<file path="src/rtl/pc_fetch_pkg.sv">
// Shared types and constants for the AAI_CPU instruction-fetch sequencer.
// Redirect causes are numbered so that a smaller code means a more urgent redirect.
package pc_fetch_pkg;

    localparam logic [31:0] DEFAULT_RESET_VECTOR = 32'h0000_0000;
    localparam logic [31:0] DEFAULT_EXC_VECTOR   = 32'h0000_0180;

    typedef enum logic [1:0] {
        S_BOOT  = 2'd0,
        S_FETCH = 2'd1,
        S_WAIT  = 2'd2,
        S_HOLD  = 2'd3
    } fetch_state_t;

    typedef enum logic [2:0] {
        CAUSE_NONE   = 3'd0,
        CAUSE_EXC    = 3'd1,
        CAUSE_ERET   = 3'd2,
        CAUSE_JUMP   = 3'd3,
        CAUSE_BRANCH = 3'd4
    } redirect_cause_t;

    // True when cand is a real redirect at least as urgent as the one already held.
    function automatic logic outranks(input redirect_cause_t cand, input redirect_cause_t held);
        return (cand != CAUSE_NONE) && ((held == CAUSE_NONE) || (cand <= held));
    endfunction

endpackage

</file>
<file path="src/rtl/pc_next_sel.sv">
// Priority selection of the redirect cause and its target for the fetch unit.
// Misaligned targets are replaced by the exception vector and flagged.
module pc_next_sel
    import pc_fetch_pkg::*;
#(
    parameter logic [31:0] EXC_VECTOR = DEFAULT_EXC_VECTOR
) (
    input  logic            stall,
    input  logic            exc_req,
    input  logic            eret,
    input  logic [31:0]     epc_in,
    input  logic            jump,
    input  logic [31:0]     jump_target,
    input  logic            branch_taken,
    input  logic [31:0]     branch_target,
    output redirect_cause_t cause,
    output logic [31:0]     target,
    output logic            misalign
);

    logic [31:0] raw_target;

    always_comb begin
        cause      = CAUSE_NONE;
        raw_target = EXC_VECTOR;
        // Exceptions bypass the stall; all other redirects wait for an unfrozen pipeline.
        if (exc_req) begin
            cause      = CAUSE_EXC;
            raw_target = EXC_VECTOR;
        end else if (!stall) begin
            if (eret) begin
                cause      = CAUSE_ERET;
                raw_target = epc_in;
            end else if (jump) begin
                cause      = CAUSE_JUMP;
                raw_target = jump_target;
            end else if (branch_taken) begin
                cause      = CAUSE_BRANCH;
                raw_target = branch_target;
            end
        end
    end

    assign misalign = (cause != CAUSE_NONE) && (raw_target[1:0] != 2'b00);
    assign target   = misalign ? EXC_VECTOR : raw_target;

endmodule

</file>
<file path="src/rtl/pc_fetch_unit.sv">
// PC register and instruction-fetch sequencer driving the IF/ID register.
// A redirect arriving while a request is in flight is parked until that request completes.
module pc_fetch_unit
    import pc_fetch_pkg::*;
#(
    parameter logic [31:0] RESET_VECTOR = DEFAULT_RESET_VECTOR,
    parameter logic [31:0] EXC_VECTOR   = DEFAULT_EXC_VECTOR
) (
    input  logic        clk,
    input  logic        rst_n,
    input  logic        stall,
    input  logic        branch_taken,
    input  logic [31:0] branch_target,
    input  logic        jump,
    input  logic [31:0] jump_target,
    input  logic        eret,
    input  logic [31:0] epc_in,
    input  logic        exc_req,
    output logic        imem_req,
    output logic [31:0] imem_addr,
    input  logic        imem_ack,
    input  logic [31:0] imem_rdata,
    output logic [31:0] inst_out,
    output logic [31:0] pc_out,
    output logic        inst_valid,
    output logic [31:0] pc_plus4,
    output logic        fetch_fault
);

    fetch_state_t    state_reg, state_next;
    logic [31:0]     pc_reg, pc_next;
    redirect_cause_t pend_cause_reg, pend_cause_next;
    logic [31:0]     pend_target_reg, pend_target_next;
    logic [31:0]     hold_reg, hold_next;
    logic [31:0]     inst_reg, inst_next;
    logic [31:0]     pc_out_reg, pc_out_next;
    logic [31:0]     plus4_reg, plus4_next;
    logic            valid_reg, valid_next;
    logic            fault_reg, fault_next;

    redirect_cause_t sel_cause;
    logic [31:0]     sel_target;
    logic            sel_misalign;
    logic            ack;
    logic            accept;
    logic            discarding;
    logic [31:0]     redir_target;
    logic            deliver;
    logic [31:0]     deliver_data;

    pc_next_sel #(
        .EXC_VECTOR (EXC_VECTOR)
    ) u_next_sel (
        .stall         (stall),
        .exc_req       (exc_req),
        .eret          (eret),
        .epc_in        (epc_in),
        .jump          (jump),
        .jump_target   (jump_target),
        .branch_taken  (branch_taken),
        .branch_target (branch_target),
        .cause         (sel_cause),
        .target        (sel_target),
        .misalign      (sel_misalign)
    );

    assign imem_req  = ((state_reg == S_FETCH) && !stall) || (state_reg == S_WAIT);
    assign imem_addr = pc_reg;
    assign ack       = imem_ack && imem_req;

    // A parked redirect is only displaced by one at least as urgent.
    assign accept       = outranks(sel_cause, pend_cause_reg);
    assign discarding   = (pend_cause_reg != CAUSE_NONE) || accept;
    assign redir_target = accept ? sel_target : pend_target_reg;

    always_comb begin
        state_next       = state_reg;
        pc_next          = pc_reg;
        pend_cause_next  = pend_cause_reg;
        pend_target_next = pend_target_reg;
        hold_next        = hold_reg;
        inst_next        = inst_reg;
        pc_out_next      = pc_out_reg;
        plus4_next       = plus4_reg;
        fault_next       = accept && sel_misalign;
        deliver          = 1'b0;
        deliver_data     = imem_rdata;

        case (state_reg)
            S_BOOT: begin
                state_next = S_FETCH;
                if (accept) begin
                    pc_next = sel_target;
                end
            end
            S_FETCH, S_WAIT: begin
                if (imem_req) begin
                    if (ack) begin
                        if (discarding) begin
                            pc_next         = redir_target;
                            pend_cause_next = CAUSE_NONE;
                            state_next      = S_FETCH;
                        end else if (!stall) begin
                            deliver    = 1'b1;
                            state_next = S_FETCH;
                        end else begin
                            hold_next  = imem_rdata;
                            state_next = S_HOLD;
                        end
                    end else begin
                        // The request must stay up until acked, so a redirect is parked.
                        state_next = S_WAIT;
                        if (accept) begin
                            pend_cause_next  = sel_cause;
                            pend_target_next = sel_target;
                        end
                    end
                end else if (accept) begin
                    pc_next = sel_target;
                end
            end
            S_HOLD: begin
                if (accept) begin
                    pc_next    = sel_target;
                    hold_next  = 32'h0;
                    state_next = S_FETCH;
                end else if (!stall) begin
                    deliver      = 1'b1;
                    deliver_data = hold_reg;
                    state_next   = S_FETCH;
                end
            end
            default: begin
                state_next = S_BOOT;
            end
        endcase

        if (deliver) begin
            inst_next   = deliver_data;
            pc_out_next = pc_reg;
            plus4_next  = pc_reg + 32'd4;
            pc_next     = pc_reg + 32'd4;
        end

        if (accept) begin
            valid_next = 1'b0;
        end else if (deliver) begin
            valid_next = 1'b1;
        end else if (stall) begin
            valid_next = valid_reg;
        end else begin
            valid_next = 1'b0;
        end
    end

    always_ff @(posedge clk or negedge rst_n) begin
        if (!rst_n) begin
            state_reg       <= S_BOOT;
            pc_reg          <= RESET_VECTOR;
            pend_cause_reg  <= CAUSE_NONE;
            pend_target_reg <= 32'h0;
            hold_reg        <= 32'h0;
            inst_reg        <= 32'h0;
            pc_out_reg      <= 32'h0;
            plus4_reg       <= 32'd4;
            valid_reg       <= 1'b0;
            fault_reg       <= 1'b0;
        end else begin
            state_reg       <= state_next;
            pc_reg          <= pc_next;
            pend_cause_reg  <= pend_cause_next;
            pend_target_reg <= pend_target_next;
            hold_reg        <= hold_next;
            inst_reg        <= inst_next;
            pc_out_reg      <= pc_out_next;
            plus4_reg       <= plus4_next;
            valid_reg       <= valid_next;
            fault_reg       <= fault_next;
        end
    end

    assign inst_out    = inst_reg;
    assign pc_out      = pc_out_reg;
    assign pc_plus4    = plus4_reg;
    assign inst_valid  = valid_reg;
    assign fetch_fault = fault_reg;

endmodule

</file>
<file path="config.mk">
export PLATFORM = sky130hd
export DESIGN_NAME = pc_fetch_unit
export DESIGN_NICKNAME = d
export VERILOG_FILES = /design/src/rtl/pc_fetch_pkg.sv /design/src/rtl/pc_next_sel.sv /design/src/rtl/pc_fetch_unit.sv
export SDC_FILE = /design/constraint.sdc
export NUM_CORES = 1
export LEC_CHECK = 0
export BUFFER_PORTS_ARGS = -buffer_cell sky130_fd_sc_hd__buf_2
export CAP_MARGIN = 20
export CORE_MARGIN = 1
export CORE_UTILIZATION = 58
export DETAILED_ROUTE_END_ITERATION = 12
export PLACE_DENSITY = 0.86
export SLEW_MARGIN = 5
export SYNTH_ARGS = -nofsm -noshare
export SYNTH_HDL_FRONTEND = slang
export SYNTH_SLANG_ARGS = --single-unit
</file>
<file path="constraint.sdc">
create_clock -name clk -period 5 [get_ports clk]
set_input_delay 0.5 -clock clk [delete_from_list [all_inputs] [get_ports clk]]
set_output_delay 0.5 -clock clk [all_outputs]
set_load 0.02 [all_outputs]
</file>
==> reports/metrics.yaml <==
num_io_pins: 267
avgSynthCellArea_um2: 8.81
syn_inst: 1171
gp_congestion: 0.905
end_kind: "flip-flop"
dp_hpwl_mm: 21.3
fin_tns_setup_ps: 0
drive_gt1_share_pct: 24.3
fin_skew_ps: 12.5
min_period_ps: 3630
slew_violations: 0
rsz0062_at_grt: "no"
grt_max_degree: 196
r2r_slack_ps: 1670
nFillCells: 1266
worst_path_largest_cell_delay_ps: 650
cts_hold_buf: 0
fin_cells: 1621
grtUsageTotal_pct: 33.7
rr_worst_depth: 9
wl_per_cell_um: 18.7
grt_pass1_vias: 9233
area_growth_pct: 20.1
timing.final.crit_share_pct: 72.7
required_ps: 5320
worst_slack_ps: 1370
routed_wl_mm: 30.3
dp.cells: 1590
postRouteAntennaNets: 0
post_cts_buffers: 0
port_buffers: 266
antenna_cells: 0
grt_first_pass_wirelength_mm: 47.9
critical_path.startpoint: "jump"
rr_startpoint: "state_reg[0]"
cp.arrival_ps: 3960
drt_pass1_iterations: 6
clock_sinks: 197
syn_nets: 1315
drc: 0
criticalPathCategory: "primary input to flip-flop"
path_cells: "buf_2 -> or3b_2 -> nor2_1 -> ha_1 -> a21oi_1 -> o21ai_1 -> a2bb2oi_4 -> buf_4 -> nand2_1 -> buf_4 -> a22o_1"
synth-edff-count: 0
setup_viol: 0
synth-async-reset-ratio_pct: 100
hold_class: "primary input to async pin"
relSlewSlack_pct: 39.0
tightest_slew_ps: 915
synthFlopType: "dfrtp_1"
cp_num_buf_inv: 3
ys_ff_latch: 197
postCtsResizedCells: 0
utilization_pct: 71.4
cts_buffer_depth: 2
ctsHtreeMaxLevel: 4
die_height_um: 135
final-seq-area_um2: 4930
maxCapViolations: 0
start_kind: "primary input"
ys_types: 63
first_iter_violations: 1237
crit_fanout: 36
dpl_cell_area_um2: 11800
rr_endpoint: "imem_addr[22]"
yosysSeqAreaShare_pct: 47.8
vias_per_cell: 6.12
power_mw: 7.53
ir_worst_vdd_uv: 298
cp.depth: 11
antenna_found_initial: 0
core_um2: 17400
place_ws_ps: 997
gr-total-overflow: 0
status: "complete, no violations"
whs_ps: 206
timing.critical_path.to: "pend_target_reg[31]"
clk_pin_slew_worst_paths_ps: 70
fmax_mhz: 275
die_area_um2: 18300
start_util_pct: 59.4
final_area_um2: 12400
rows: 48
fp.dieW_um: 135
netlist_area_um2: 10300
path_common_cell: "buf_4"
hold_viol_final: 0
cts_buffers: 17
crit_family: "compound AO/OA/AOI/OAI gates"
via_count: 9914
clock_latency_ps: 440
multi_input_area_um2: 4910
critical-path-slowest-cell: "a2bb2oi_4"
nNetsFinal: 1528
total_leakage_power_nw: 5.90
root_buffer: "clkbuf_16"
cts_tree: "done"
ys_warn_count: 0
powerDensity_nw_per_um2: 608
-- layout by cell type, fill, tap and decap left out, types with 5 or more instances in the layout --
master       n
nand2_1    276
buf_2      265
dfrtp_1    196
o21ai_0    145
nand3_1     72
mux2i_1     38
a21oi_1     33
inv_1       33
a211oi_1    29
nor2_1      28
a22oi_1     25
xnor2_1     24
and3_1      22
a32o_1      18
clkbuf_16   17
buf_4       16
nor3_1      13
a22o_1       9
nand4_1      9
nor4_1       9
ha_1         8
and2_1       7
a221oi_1     7
o21a_1       6
a21boi_0     5
o211ai_1     5
o211a_1      5
bufinv_16    5
-- kinds of logic (layout without fill, tap and decap cells) --
kind of cell	count (synthesis)	after routing	share of synthesized area, %
AO/OA/AOI/OAI	316	316	20.1
AND/OR/NAND/NOR	460	460	20.0
buffers and inverters	124	349	4.99
multiplexers	38	38	3.69
XOR/XNOR	28	28	2.38
flip-flops	197	197	47.8
adder cells (fa/ha/maj)	8	8	0.971
-- routing by layer --
layer  track usage [%]  up-vias  routed length [um]
met1              45.3     4713               12300
met5                 0        -                   0
met3              6.66       70                2740
met2              53.4      576               14200
li1                  -     4555                   -
met4              13.4        0                1040
-- cells in the mapped netlist, types with 13 or more instances --
master      n  share of area [%]
nor3_1     13               0.63
and3_1     22                1.3
a21oi_1    33                1.6
a22oi_1    26                1.9
dfrtp_1   196                 48
clkbuf_1   58                2.1
o21ai_0   146                7.1
inv_1      33                1.2
a32o_1     18                1.7
nor2_1     29                1.1
buf_2      21                1.0
nand3_1    72                3.5
xnor2_1    24                2.0
nand2_1   276                 10
mux2i_1    38                3.7
a211oi_1   29                2.1
-- worst min-delay path by stage --
stage | startpoint | end | slack [ps] | cells after the start
final | rst_n | pc_plus4[9] | 210 | 1
after global routing | rst_n | pc_plus4[9] | 270 | 1
after CTS | rst_n | hold_reg[27] | 240 | 1
after detailed placement | pc_out[21] | pc_out[21] | 460 | 2
after global placement | pc_out[2] | pc_out[2] | 450 | 2
after floorplan | rst_n | fetch_fault | 200 | 0
-- power breakdown --
group	internal, mW	switching (mW)
Combinational	1.09	2.13
Clock	0.890	0.602
Sequential	2.26	0.552
Total	4.24	3.29
-- final cells by class --
class                      instances  share of cell area [%]
clock buffer                      20                    3.53
clock inverter                    11                    1.59
inverter                          33                    1.00
multi-input combinational        850                    39.6
sequential                       197                    39.8
tap                              225                    2.27
timing repair buffer             285                    12.2
Power figures use the tool's default switching activity.
